--- src/rtl/vx_tensor_d_writeback_pkg.sv ---
// Shared tensor definitions: tile geometry, fp32 element and tile types,
// plus the writeback FSM state encoding.
package vx_tensor_d_writeback_pkg;

   localparam int unsigned TILE_M       = 4;
   localparam int unsigned TILE_N       = 4;
   localparam int unsigned TILE_ELEMS   = TILE_M * TILE_N;
   localparam int unsigned NW_WIDTH_DEF = 4;

   typedef logic [31:0] fp32_t;
   typedef fp32_t [TILE_M-1:0][TILE_N-1:0] tile_t;

   typedef enum logic {
      WB_IDLE,
      WB_DRAIN
   } wb_state_e;

   function automatic int unsigned beat_w(input int unsigned num_beats);
      return (num_beats <= 1) ? 1 : $clog2(num_beats);
   endfunction

endpackage

--- src/rtl/vx_tensor_d_writeback_beat_counter.sv ---
// Modulo-NUM_BEATS beat counter; clr has priority over en and restarts at 0.
module vx_tensor_beat_counter #(
   parameter int unsigned NUM_BEATS = 2,
   parameter int unsigned W         = 1
) (
   input  logic         clk,
   input  logic         reset,
   input  logic         en,
   input  logic         clr,
   output logic [W-1:0] cnt,
   output logic         last
);

   assign last = (cnt == W'(NUM_BEATS - 1));

   always_ff @(posedge clk) begin
      if (reset || clr) begin
         cnt <= '0;
      end else if (en) begin
         cnt <= last ? '0 : cnt + 1'b1;
      end
   end

endmodule

--- src/rtl/vx_tensor_d_writeback.sv ---
// Tensor D tile writeback: holds one 4x4 fp32 tile and serializes it into
// LANES-wide commit beats, accepting the next tile on the last beat's fire.
module vx_tensor_d_writeback
   import vx_tensor_d_writeback_pkg::*;
#(
   parameter int unsigned LANES         = 8,
   parameter int unsigned RD_WIDTH      = 5,
   parameter int unsigned PERF_CTR_BITS = 32,
   parameter int unsigned NW_WIDTH      = NW_WIDTH_DEF,
   localparam int unsigned NUM_BEATS    = TILE_ELEMS / LANES,
   localparam int unsigned BEAT_W       = beat_w(NUM_BEATS)
) (
   input  logic                         clk,
   input  logic                         reset,
   input  logic                         valid_in,
   output logic                         ready_in,
   input  tile_t                        D_tile,
   input  logic [NW_WIDTH-1:0]          D_wid,
   input  logic [RD_WIDTH-1:0]          D_rd,
   output logic                         valid_out,
   input  logic                         ready_out,
   output logic [LANES-1:0][31:0]       data_out,
   output logic [NW_WIDTH-1:0]          wid_out,
   output logic [RD_WIDTH-1:0]          rd_out,
   output logic [BEAT_W-1:0]            beat_out,
   output logic                         eop_out,
   output logic                         busy,
   output logic [PERF_CTR_BITS-1:0]     perf_stall_cnt
);

   if (!(LANES == 4 || LANES == 8 || LANES == 16)) begin : g_bad_lanes
      $error("vx_tensor_d_writeback: LANES must be 4, 8 or 16");
   end

   wb_state_e                       state_q, state_d;
   tile_t                           tile_q;
   logic [TILE_ELEMS-1:0][31:0]     elems;
   logic [NW_WIDTH-1:0]             wid_q;
   logic [RD_WIDTH-1:0]             rd_q;
   logic [BEAT_W-1:0]               beat_q;
   logic                            beat_last;
   logic                            fire_in;
   logic                            fire_out;

   assign valid_out = (state_q == WB_DRAIN);
   assign busy      = valid_out;
   assign eop_out   = valid_out && beat_last;
   assign fire_out  = valid_out && ready_out;
   // Combinational ready_out -> ready_in path keeps back-to-back tiles bubble-free.
   assign ready_in  = (state_q == WB_IDLE) || (fire_out && eop_out);
   assign fire_in   = valid_in && ready_in;

   vx_tensor_beat_counter #(
      .NUM_BEATS (NUM_BEATS),
      .W         (BEAT_W)
   ) u_beat_counter (
      .clk   (clk),
      .reset (reset),
      .en    (fire_out),
      .clr   (fire_in),
      .cnt   (beat_q),
      .last  (beat_last)
   );

   always_comb begin
      state_d = state_q;
      case (state_q)
         WB_IDLE:  if (fire_in) state_d = WB_DRAIN;
         WB_DRAIN: if (fire_out && beat_last) state_d = fire_in ? WB_DRAIN : WB_IDLE;
      endcase
   end

   always_ff @(posedge clk) begin
      if (reset) begin
         state_q        <= WB_IDLE;
         tile_q         <= '0;
         wid_q          <= '0;
         rd_q           <= '0;
         perf_stall_cnt <= '0;
      end else begin
         state_q <= state_d;
         if (fire_in) begin
            tile_q <= D_tile;
            wid_q  <= D_wid;
            rd_q   <= D_rd;
         end
         if (valid_out && !ready_out) begin
            perf_stall_cnt <= perf_stall_cnt + 1'b1;
         end
      end
   end

   // Packed [row][col] layout already places elem[r*4+c] at index r*4+c.
   assign elems = tile_q;

   always_comb begin
      data_out = '0;
      for (int unsigned j = 0; j < LANES; j++) begin
         data_out[j] = elems[4'(32'(beat_q) * LANES + j)];
      end
   end

   assign wid_out  = wid_q;
   assign rd_out   = rd_q + RD_WIDTH'(beat_q);
   assign beat_out = beat_q;

   a_no_fire_mid_drain: assert property (@(posedge clk) disable iff (reset)
      !(fire_in && (state_q == WB_DRAIN) && !(fire_out && beat_last)));

endmodule

--- config.mk ---
export PLATFORM = sky130hd
export DESIGN_NAME = vx_tensor_d_writeback
export DESIGN_NICKNAME = d
export VERILOG_FILES = /design/src/rtl/vx_tensor_d_writeback_pkg.sv /design/src/rtl/vx_tensor_d_writeback_beat_counter.sv /design/src/rtl/vx_tensor_d_writeback.sv
export SDC_FILE = /design/constraint.sdc
export NUM_CORES = 1
export LEC_CHECK = 0
export ABC_AREA = 0
export ABC_CLOCK_PERIOD_IN_PS = 5900
export CORE_AREA = 5 5 323 325
export DETAILED_ROUTE_END_ITERATION = 10
export DIE_AREA = 0 0 328 330
export GPL_ROUTABILITY_DRIVEN = 0
export PLACE_DENSITY = 0.51
export RECOVER_POWER = 50
export SETUP_SLACK_MARGIN = 0.4
export SYNTH_ARGS = -nofsm -noshare
export SYNTH_HDL_FRONTEND = slang
export SYNTH_HIERARCHICAL = 1
export SYNTH_SLANG_ARGS = --single-unit
--- constraint.sdc ---
create_clock -name clk -period 5.9 [get_ports clk]
set_input_delay 1.18 -clock clk [delete_from_list [all_inputs] [get_ports clk]]
set_output_delay 1.18 -clock clk [all_outputs]
set_load 0.01 [all_outputs]
==> flow_metrics.tcl <==
set metrics [dict create \
    status "finished with violations" \
    grt_pass1_vias 20473 \
    track_usage_pct 15.3 \
    synth-xor-area-share_pct 0.551 \
    ioPinCount 827 \
    rsz0062_at_grt "false" \
    synth_compound_area_share_pct 12.8 \
    min_period_ps 4730 \
    crit_type "input port to register" \
    clk_path_buf_depth 3 \
    cts_tree "yes" \
    layout_setup_ws_ps 1170 \
    syn_nets 3262 \
    final_cell_mix "nand2_1, clkdlybuf4s50_1, dfxtp_1" \
    h-tree-depth 3 \
    routedWlPerCell_um 18.1 \
    synth_fa_ha_area_share_pct 0.169 \
    slowest_stage "inv_8" \
    core_area_um2 101000 \
    synth_seq_cells 555 \
    hold_class "register to register" \
    final_nets 3973 \
    ys_seq_area_share_pct 49.9 \
    slew_headroom_pct -46.0 \
    grt_max_degree 187 \
    timing.fmax_mhz 211 \
    startpoint_type "input port" \
    syn_area_um2 22300 \
    cpMostUsedCell "nand2_1" \
    cts_setup_buffers 0 \
    worstMarginPinSlew_ps 2190 \
    die_h_um 330 \
    die_w_um 328 \
    async_reset_ff_share_pct 0 \
    synth_cells 2734 \
    final_layout_size_suffix_gt1_share_pct 11.4 \
    worstPathMaxFanout 111 \
    synthDistinctLibCells 36 \
    ant_nets 0 \
    ys.flop_type "dfxtp_1" \
    syn_to_final_growth_pct 53.0 \
    worstPathArrival_ps 5280 \
    row_count 117 \
    route.detailed.drc 0 \
    tns_ps 0 \
    place_ws_ps 1910 \
    crit_required_ps 6440 \
    worstSkewPairLatency_ps 620 \
    cts_buffers 70 \
    drt_first_pass_iters 4 \
    synthSimpleGateAreaFrac_pct 19.6 \
    drv_slew 51 \
    hold_violations 0 \
    num_vias 20779 \
    hold_buffers 0 \
    syn_area_per_cell_um2 8.14 \
    drv_cap 1 \
    viasPerCell 4.26 \
    root_buffer "clkbuf_16" \
    period_share_pct 80.2 \
    ys_warn_count 6 \
    ctsResizeCount 0 \
    powerDensity_nw_per_um2 285 \
    design.die.area_um2 108000 \
    antenna_found_initial 20 \
    leakage_nw 12.6 \
    dpl.hpwl_um 62100 \
    drt_iter0_markers 1098 \
    end_kind "register" \
    overflow 0 \
    fin_worst_skew_ps 17.2 \
    cp_slowest_stage_delay_ps 1250 \
    layout_commonest_cell "nand2_1" \
    failed_checks "max-capacitance violations, max-slew violations" \
    cts_num_sinks 555 \
    peakVddDrop_v 0.000220 \
    synth-edff-count 0 \
    cp_cell_sequence "dlygate4sd3_1 > a21bo_2 > nand2_1 > inv_8 > buf_4 > nand2_1 > a21oi_1" \
    setup_viol_count_final 0 \
    synth_mux_area_share_pct 13.1 \
    synth_top_family_by_area "simple AND/OR/NAND/NOR gates" \
    wirelength_um 88500 \
    start_util_pct 22.0 \
    path_clk_slew_ps 60 \
    io_buffers 826 \
    grt_pass1_wl_um 128000 \
]
[layout make-up]
cell class / instances / area, um^2
inverter: 9 / 41.3
fill: 10722 / 67100
clock buffer: 104 / 2110
sequential: 555 / 11100
tap: 1368 / 1710
timing repair buffer: 853 / 8610
multi-input combinational: 1956 / 10300
antenna: 16 / 40.0
clock inverter: 18 / 134
[registers in the layout (all words and copies together), names as in the netlist]
name                flops
wid_out                 4
u_beat_counter/cnt      1
perf_stall_cnt         32
rd_q                    5
busy                    1
elems                 512
[logic make-up (layout without fill, tap and decap cells)]
group / count (synthesis) / in the layout
and+or+nand+nor: 1119 / 1119
muxes: 259 / 259
AOI/OAI and AO/OA: 561 / 561
buffers and inverters: 223 / 984
other: 0 / 16
adders and majority gates: 3 / 3
xor gates and xnor gates: 14 / 14
DFF: 555 / 555
[worst max-delay path: cells and delay by family]
kind / cells / cell delay [ps]
AOI/OAI and AO/OA: 2 / 320
buffers and inverters: 3 / 2340
and+or+nand+nor: 2 / 1330
[power breakdown]
part	total, W	internal (W)	leakage, nW	switching (W)
registers	0.00407	0.00396	4.55	0.000113
clock network	0.00422	0.00252	1.12	0.00170
logic	0.00141	0.000765	6.89	0.000643
total	0.00970	0.00724	12.6	0.00246
[worst paths after layout]
path              slack, ps                             from                      end  cells past startpoint
setup reg to reg       1450  u_beat_counter/cnt$_SDFFE_PP0P_  elems[314]$_SDFFE_PP0P_                      6
hold / removal          450          elems[411]$_SDFFE_PP0P_  elems[411]$_SDFFE_PP0P_                      2
hold reg to reg         450          elems[411]$_SDFFE_PP0P_  elems[411]$_SDFFE_PP0P_                      2
setup / recovery       1170                        ready_out  elems[314]$_SDFFE_PP0P_                      7
[stage by stage]
step | std cells | hold slack [ps] | util [%] | total power [W] | instance area [um^2]
after floorplan | 2734 | 433 | - | 0.00475 | 22300
after global placement | 4741 | 438 | 31.4 | 0.00557 | 31800
after detailed placement | 4741 | 443 | 31.4 | 0.00558 | 31800
after CTS | 4863 | 450 | 33.6 | 0.00989 | 34000
after global routing | 4876 | 465 | 33.6 | 0.0102 | 34000
final | 4879 | 448 | 33.7 | 0.00970 | 34000
[synthesized netlist by cell type (6+ instances only)]
| cell type | number | share of area [%] |
|---|---|---|
| a21oi_1 | 541 | 12 |
| clkbuf_1 | 203 | 3.4 |
| dfxtp_1 | 555 | 50 |
| inv_1 | 8 | 0.13 |
| mux2_2 | 258 | 13 |
| nand2_1 | 1051 | 18 |
| nand3_1 | 10 | 0.22 |
| nand4_1 | 6 | 0.17 |
| nor2_1 | 13 | 0.22 |
| o21ai_0 | 7 | 0.16 |
| o31ai_1 | 12 | 0.40 |
| or3_1 | 7 | 0.20 |
| or4_1 | 14 | 0.47 |
| xnor2_1 | 8 | 0.31 |
| xor2_1 | 6 | 0.24 |
[routing by layer]
metal	share of wire, %	vias up	global-route usage [%]
li1	-	10458	-
met5	0.015	-	0
met2	49	555	26.3
met4	2.6	2	5.11
met1	40	9647	17.6
met3	8.2	117	5.86
No activity file was read; power rests on OpenSTA's default activity.
